--- src/rtl/fpdiv_sched.sv ---
// fpdiv_sched: round-robin front end sharing one fpdiv among NREQ requesters.
// One division in flight; each one goes PRIME (operands 0/0) -> LOAD -> WAIT -> RESP.
module fpdiv_sched #(
  parameter int unsigned NREQ    = 4,
  parameter int unsigned IDW     = 2,
  parameter int unsigned TIMEOUT = 255
) (
  input  logic                 CLOCK,
  input  logic                 RESET,
  input  logic [NREQ-1:0]      req_valid,
  output logic [NREQ-1:0]      req_ready,
  input  logic [32*NREQ-1:0]   req_a,
  input  logic [32*NREQ-1:0]   req_b,
  output logic                 rsp_valid,
  input  logic                 rsp_ready,
  output logic [IDW-1:0]       rsp_id,
  output logic [31:0]          rsp_result,
  output logic [1:0]           rsp_exc,
  output logic                 rsp_timeout,
  output logic [31:0]          div_a,
  output logic [31:0]          div_b,
  input  logic [31:0]          div_result,
  input  logic                 div_done,
  input  logic [1:0]           div_exc
);

  localparam int unsigned PW = (NREQ > 1) ? $clog2(NREQ) : 1;
  localparam int unsigned CW = 8;

  localparam logic [2:0] S_IDLE  = 3'd0;
  localparam logic [2:0] S_PRIME = 3'd1;
  localparam logic [2:0] S_LOAD  = 3'd2;
  localparam logic [2:0] S_WAIT  = 3'd3;
  localparam logic [2:0] S_RESP  = 3'd4;

  logic [2:0]     r_state;
  logic [PW-1:0]  r_rr_ptr;
  logic [31:0]    r_a;
  logic [31:0]    r_b;
  logic [PW-1:0]  r_id;
  logic [CW-1:0]  r_cnt;
  logic [31:0]    r_div_a;
  logic [31:0]    r_div_b;
  logic           r_rsp_valid;
  logic [IDW-1:0] r_rsp_id;
  logic [31:0]    r_rsp_result;
  logic [1:0]     r_rsp_exc;
  logic           r_rsp_timeout;

  logic [2:0]     w_state_nxt;
  logic [PW-1:0]  w_rr_nxt;
  logic [31:0]    w_a_nxt;
  logic [31:0]    w_b_nxt;
  logic [PW-1:0]  w_id_nxt;
  logic [CW-1:0]  w_cnt_nxt;
  logic [CW-1:0]  w_cnt_inc;
  logic [31:0]    w_div_a_nxt;
  logic [31:0]    w_div_b_nxt;
  logic           w_rv_nxt;
  logic [IDW-1:0] w_rid_nxt;
  logic [31:0]    w_rres_nxt;
  logic [1:0]     w_rexc_nxt;
  logic           w_rto_nxt;

  logic [31:0]    w_opa [NREQ];
  logic [31:0]    w_opb [NREQ];
  logic           w_found;
  logic [PW-1:0]  w_win;
  int unsigned    w_idx;

  // Unpack the flat operand buses into per-requester words
  always_comb begin
    for (int unsigned i = 0; i < NREQ; i++) begin
      w_opa[i] = req_a[32*i +: 32];
      w_opb[i] = req_b[32*i +: 32];
    end
  end

  // Round-robin search: first valid requester at or after r_rr_ptr
  always_comb begin
    w_found = 1'b0;
    w_win   = '0;
    w_idx   = 0;
    for (int unsigned k = 0; k < NREQ; k++) begin
      w_idx = (32'(r_rr_ptr) + k) % NREQ;
      if (!w_found && req_valid[PW'(w_idx)]) begin
        w_found = 1'b1;
        w_win   = PW'(w_idx);
      end
    end
  end

  // Grant is combinational and only offered while idle and out of reset
  always_comb begin
    req_ready = '0;
    if ((r_state == S_IDLE) && w_found && !RESET) begin
      req_ready[w_win] = 1'b1;
    end
  end

  // Next-state and next-output logic
  always_comb begin
    w_state_nxt = r_state;
    w_rr_nxt    = r_rr_ptr;
    w_a_nxt     = r_a;
    w_b_nxt     = r_b;
    w_id_nxt    = r_id;
    w_cnt_nxt   = r_cnt;
    w_div_a_nxt = r_div_a;
    w_div_b_nxt = r_div_b;
    w_rv_nxt    = r_rsp_valid;
    w_rid_nxt   = r_rsp_id;
    w_rres_nxt  = r_rsp_result;
    w_rexc_nxt  = r_rsp_exc;
    w_rto_nxt   = r_rsp_timeout;
    w_cnt_inc   = r_cnt + CW'(1);
    case (r_state)
      S_IDLE: begin
        if (w_found) begin
          w_a_nxt     = w_opa[w_win];
          w_b_nxt     = w_opb[w_win];
          w_id_nxt    = w_win;
          w_rr_nxt    = (w_win == PW'(NREQ - 1)) ? '0 : w_win + PW'(1);
          // 0/0 forces an operand change so the divider always restarts
          w_div_a_nxt = 32'd0;
          w_div_b_nxt = 32'd0;
          w_state_nxt = S_PRIME;
        end
      end
      S_PRIME: begin
        w_div_a_nxt = r_a;
        w_div_b_nxt = r_b;
        w_state_nxt = S_LOAD;
      end
      S_LOAD: begin
        // div_done may still reflect the 0/0 prime here, so it is ignored
        w_cnt_nxt   = '0;
        w_state_nxt = S_WAIT;
      end
      S_WAIT: begin
        if (div_done) begin
          w_rres_nxt  = div_result;
          w_rexc_nxt  = div_exc;
          w_rto_nxt   = 1'b0;
          w_rv_nxt    = 1'b1;
          w_rid_nxt   = IDW'(r_id);
          w_state_nxt = S_RESP;
        end else if (w_cnt_inc == CW'(TIMEOUT)) begin
          w_rres_nxt  = 32'd0;
          w_rexc_nxt  = 2'b11;
          w_rto_nxt   = 1'b1;
          w_rv_nxt    = 1'b1;
          w_rid_nxt   = IDW'(r_id);
          w_state_nxt = S_RESP;
        end else begin
          w_cnt_nxt = w_cnt_inc;
        end
      end
      S_RESP: begin
        if (rsp_ready) begin
          w_rv_nxt    = 1'b0;
          w_state_nxt = S_IDLE;
        end
      end
      default: begin
        w_state_nxt = S_IDLE;
      end
    endcase
  end

  // State and output registers, synchronous active-high reset
  always_ff @(posedge CLOCK) begin
    if (RESET) begin
      r_state       <= S_IDLE;
      r_rr_ptr      <= '0;
      r_a           <= 32'd0;
      r_b           <= 32'd0;
      r_id          <= '0;
      r_cnt         <= '0;
      r_div_a       <= 32'd0;
      r_div_b       <= 32'd0;
      r_rsp_valid   <= 1'b0;
      r_rsp_id      <= '0;
      r_rsp_result  <= 32'd0;
      r_rsp_exc     <= 2'b00;
      r_rsp_timeout <= 1'b0;
    end else begin
      r_state       <= w_state_nxt;
      r_rr_ptr      <= w_rr_nxt;
      r_a           <= w_a_nxt;
      r_b           <= w_b_nxt;
      r_id          <= w_id_nxt;
      r_cnt         <= w_cnt_nxt;
      r_div_a       <= w_div_a_nxt;
      r_div_b       <= w_div_b_nxt;
      r_rsp_valid   <= w_rv_nxt;
      r_rsp_id      <= w_rid_nxt;
      r_rsp_result  <= w_rres_nxt;
      r_rsp_exc     <= w_rexc_nxt;
      r_rsp_timeout <= w_rto_nxt;
    end
  end

  assign rsp_valid   = r_rsp_valid;
  assign rsp_id      = r_rsp_id;
  assign rsp_result  = r_rsp_result;
  assign rsp_exc     = r_rsp_exc;
  assign rsp_timeout = r_rsp_timeout;
  assign div_a       = r_div_a;
  assign div_b       = r_div_b;

endmodule
--- config.mk ---
export PLATFORM = sky130hd
export DESIGN_NAME = fpdiv_sched
export DESIGN_NICKNAME = d
export VERILOG_FILES = /design/src/rtl/fpdiv_sched.sv
export SDC_FILE = /design/constraint.sdc
export NUM_CORES = 1
export LEC_CHECK = 0
export ABC_CLOCK_PERIOD_IN_PS = 2100
export BUFFER_PORTS_ARGS = -buffer_cell sky130_fd_sc_hd__buf_2
export CAP_MARGIN = 20
export CELL_PAD_IN_SITES_DETAIL_PLACEMENT = 0
export CELL_PAD_IN_SITES_GLOBAL_PLACEMENT = 1
export CORE_ASPECT_RATIO = 0.7
export CORE_MARGIN = 4
export CORE_UTILIZATION = 31
export CTS_BUF_LIST = sky130_fd_sc_hd__clkbuf_4
export DETAILED_ROUTE_END_ITERATION = 12
export PLACE_DENSITY_LB_ADDON = 0.1
export SLEW_MARGIN = 20
export SYNTH_ARGS = -nofsm -noshare
export SYNTH_HDL_FRONTEND = slang
export SYNTH_SLANG_ARGS = --single-unit
--- constraint.sdc ---
create_clock -name CLOCK -period 2.1 [get_ports CLOCK]
set_input_delay 0 -clock CLOCK [delete_from_list [all_inputs] [get_ports CLOCK]]
set_output_delay 0 -clock CLOCK [all_outputs]
set_load 0.005 [all_outputs]
==> qor.yml <==
cts_tree: "yes"
netlist_top_cells_count: "dfxtp_1, mux2i_1, nor2_1"
fp.coreArea_um2: 25700
ant_nets: 0
max_freq_mhz: 496
multiInputGateArea_um2: 4160
rsz0062_at_grt: "yes"
cts-root-buf: "clkbuf_4"
rows: 49
p_int_w: 0.00624
start_util: 0.314
synthArstFlopShare: 0
arrival_ns: 2.46
power_density_nw_per_um2: 621
synth_top_area_cell: "dfxtp_1"
wl_met1_um: 15600
ir_drop_uv: 310
grt_max_degree: 92
end_kind: "flop"
die_h_um: 143
num-fill-cells: 2207
place_hpwl_um: 20900
crit_start: "r_rr_ptr[0]"
fin_ws_ns: 0.0822
dieArea_um2: 28700
maxCapViolations: 0
r2r-start: "r_rr_ptr[0]"
io_buffer_count: 403
grt_pass1_vias: 9388
routed_wl_um: 34500
maxSlewViolCount: 0
p_switching_w: 0.00262
hold_path_class: "input pin to flop"
required_ns: 2.54
tightestPinTransition_ns: 0.501
routedWlPerCell_um: 18.5
synth.top_cell.area_share: 0.449
fin_crit_sh: 0.961
synth_top_flop_cell: "dfxtp_1"
place_congestion: 0.837
num-nets-final: 1829
num_vias: 9208
placedCellCount: 1522
wl_met3_um: 2330
synthMostInstantiatedCell: "dfxtp_1"
critPathMaxFanout: 27
yosys_warnings: 0
yosysSeqAreaShare: 0.449
cp-start-kind: "flop"
syn_nets: 1128
netlist_instances: 824
clock_latency_ns: 0.57
final_util: 0.555
grt_pass1_wl_um: 52400
post-place-ws_ns: 0.0659
final_hold_viol_count: 0
slew_headroom: 0.666
stdcell_area_um2: 14300
drt-initial-drc-count: 425
wl_met2_um: 15600
p_clk_frac: 0.244
top_layer_used: "met4"
grt_overflow: 0
pwr-share-seq: 0.443
synth_edf_count: 0
cts_buffers: 17
clk_pin_slew_ns: 0.15
dr.pass1.iters: 5
synth_seq_cells: 181
synth_cell_types: 58
syn_to_final_growth_pct: 76.6
synth_area_um2: 8070
power_leakage_nw: 6.43
drc: 0
grt_usage: 0.227
p_comb_frac: 0.313
stdcell_count: 1870
num_io_pins: 404
synth.avg_cell_area_um2: 9.80
cts_buffer_depth: 2
min-delay-start: "req_valid[3]"
seqCellArea_um2: 3630
placed_area_um2: 10600
dieWidth_um: 201
routed_via_density: 4.92
drive_gt1_frac: 0.340
synthTopCellsByArea: "dfxtp_1, mux2i_1, o221ai_1"
antenna_found_initial: 1
h-tree-depth: 4
period_minus_slack_ns: 2.02
finClkSkew_ns: 0.0237
cts.sinks: 181
outcome: "completed"
finalSetupViolCount: 0
p_sw_frac: 0.296
crit_type: "flop to flop"
worst max-delay path, cell delays in order (launching register included):
cell and delay (ns):
dfxtp_2 0.39, inv_2 0.07, a21oi_4 0.17, a2bb2oi_4 0.19, buf_4 0.14, buf_6 0.15
bufbuf_16 0.37, mux2i_1 0.26, o221ai_1 0.14
flip-flops by register name (all words and copies together), names as in the netlist:
signal and cells:
r_state 3, rsp_id 2, div_b 32, rsp_result 32
r_a 32, r_b 32, r_rr_ptr 2, rsp_exc 2
r_cnt 8, r_id 2, rsp_timeout 1, div_a 32
rsp_valid 1
kinds of logic after synthesis:
logic type               after synthesis  share of synthesized area
adder cells (fa/ha/maj)                6                    0.00930
buffers and inverters                 82                     0.0485
AND/OR/NAND/NOR                      210                      0.118
flip-flops                           181                      0.449
multiplexers                         138                      0.172
XOR/XNOR                               2                    0.00217
AO/OA/AOI/OAI                        205                      0.202
final cells by class:
| cell class | count | share of cell area |
|---|---|---|
| diodes | 3 | 0.000527 |
| inverters | 11 | 0.00290 |
| well taps | 331 | 0.0291 |
| clock inverters | 10 | 0.0110 |
| flip-flops and latches | 181 | 0.255 |
| repair buffers | 753 | 0.399 |
| multi-input cells | 561 | 0.292 |
| clock buffers | 20 | 0.0105 |
metrics by stage:
step	TNS (ns)	power (W)	hold WS [ns]
2_1_floorplan	0	0.00516	0.0970
3_3_place_gp	0	0.00602	0.210
3_5_place_dp	0	0.00602	0.213
4_1_cts	-0.00155	0.00879	0.0908
5_1_grt	-0.0959	0.00935	0.0963
6_report	0	0.00885	0.128
layout by cell type (no fill, tap or decap), types with 7 or more instances in the layout:
master	n
buf_4	34
mux2i_1	134
a22o_1	30
buf_12	9
clkbuf_4	20
buf_2	402
nand3_1	8
dfxtp_1	176
nand2_1	77
o221ai_1	64
o21ai_0	8
dlygate4sd3_1	298
a21oi_1	12
inv_1	9
a22oi_1	65
nand2b_1	7
nor2_1	80
layer usage:
metal	GRT usage	up-vias
met5	0	-
met4	0.0800	0
met3	0.0658	64
met2	0.358	364
met1	0.298	4304
li1	-	4476
final timing paths:
check / endpoint / slack (ns) / cells past startpoint
max: r_a[14] / 0.08 / 8
min: r_rr_ptr[1] / 0.13 / 6
max reg2reg: r_a[14] / 0.08 / 8
min reg2reg: r_b[17] / 0.49 / 2
power groups by stage:
stage | Sequential, W | Combinational [W] | Clock (W)
2_1_floorplan | 0.00394 | 0.00122 | 0
3_3_place_gp | 0.00399 | 0.00203 | 0
3_5_place_dp | 0.00399 | 0.00203 | 0
4_1_cts | 0.00392 | 0.00261 | 0.00225
5_1_grt | 0.00396 | 0.00298 | 0.00241
6_report | 0.00392 | 0.00277 | 0.00216
what timing repair did:
action | in CTS | in global routing
gates cloned | 2 | 4
setup buffers | 7 | 4
endpoints found under the hold margin | 175 | 0
hold buffers | 298 | 0
setup endpoints to repair | 4 | 35
gates resized for setup | 7 | 17
pin swaps | 3 | 4
Power figures use the tool's default switching activity.
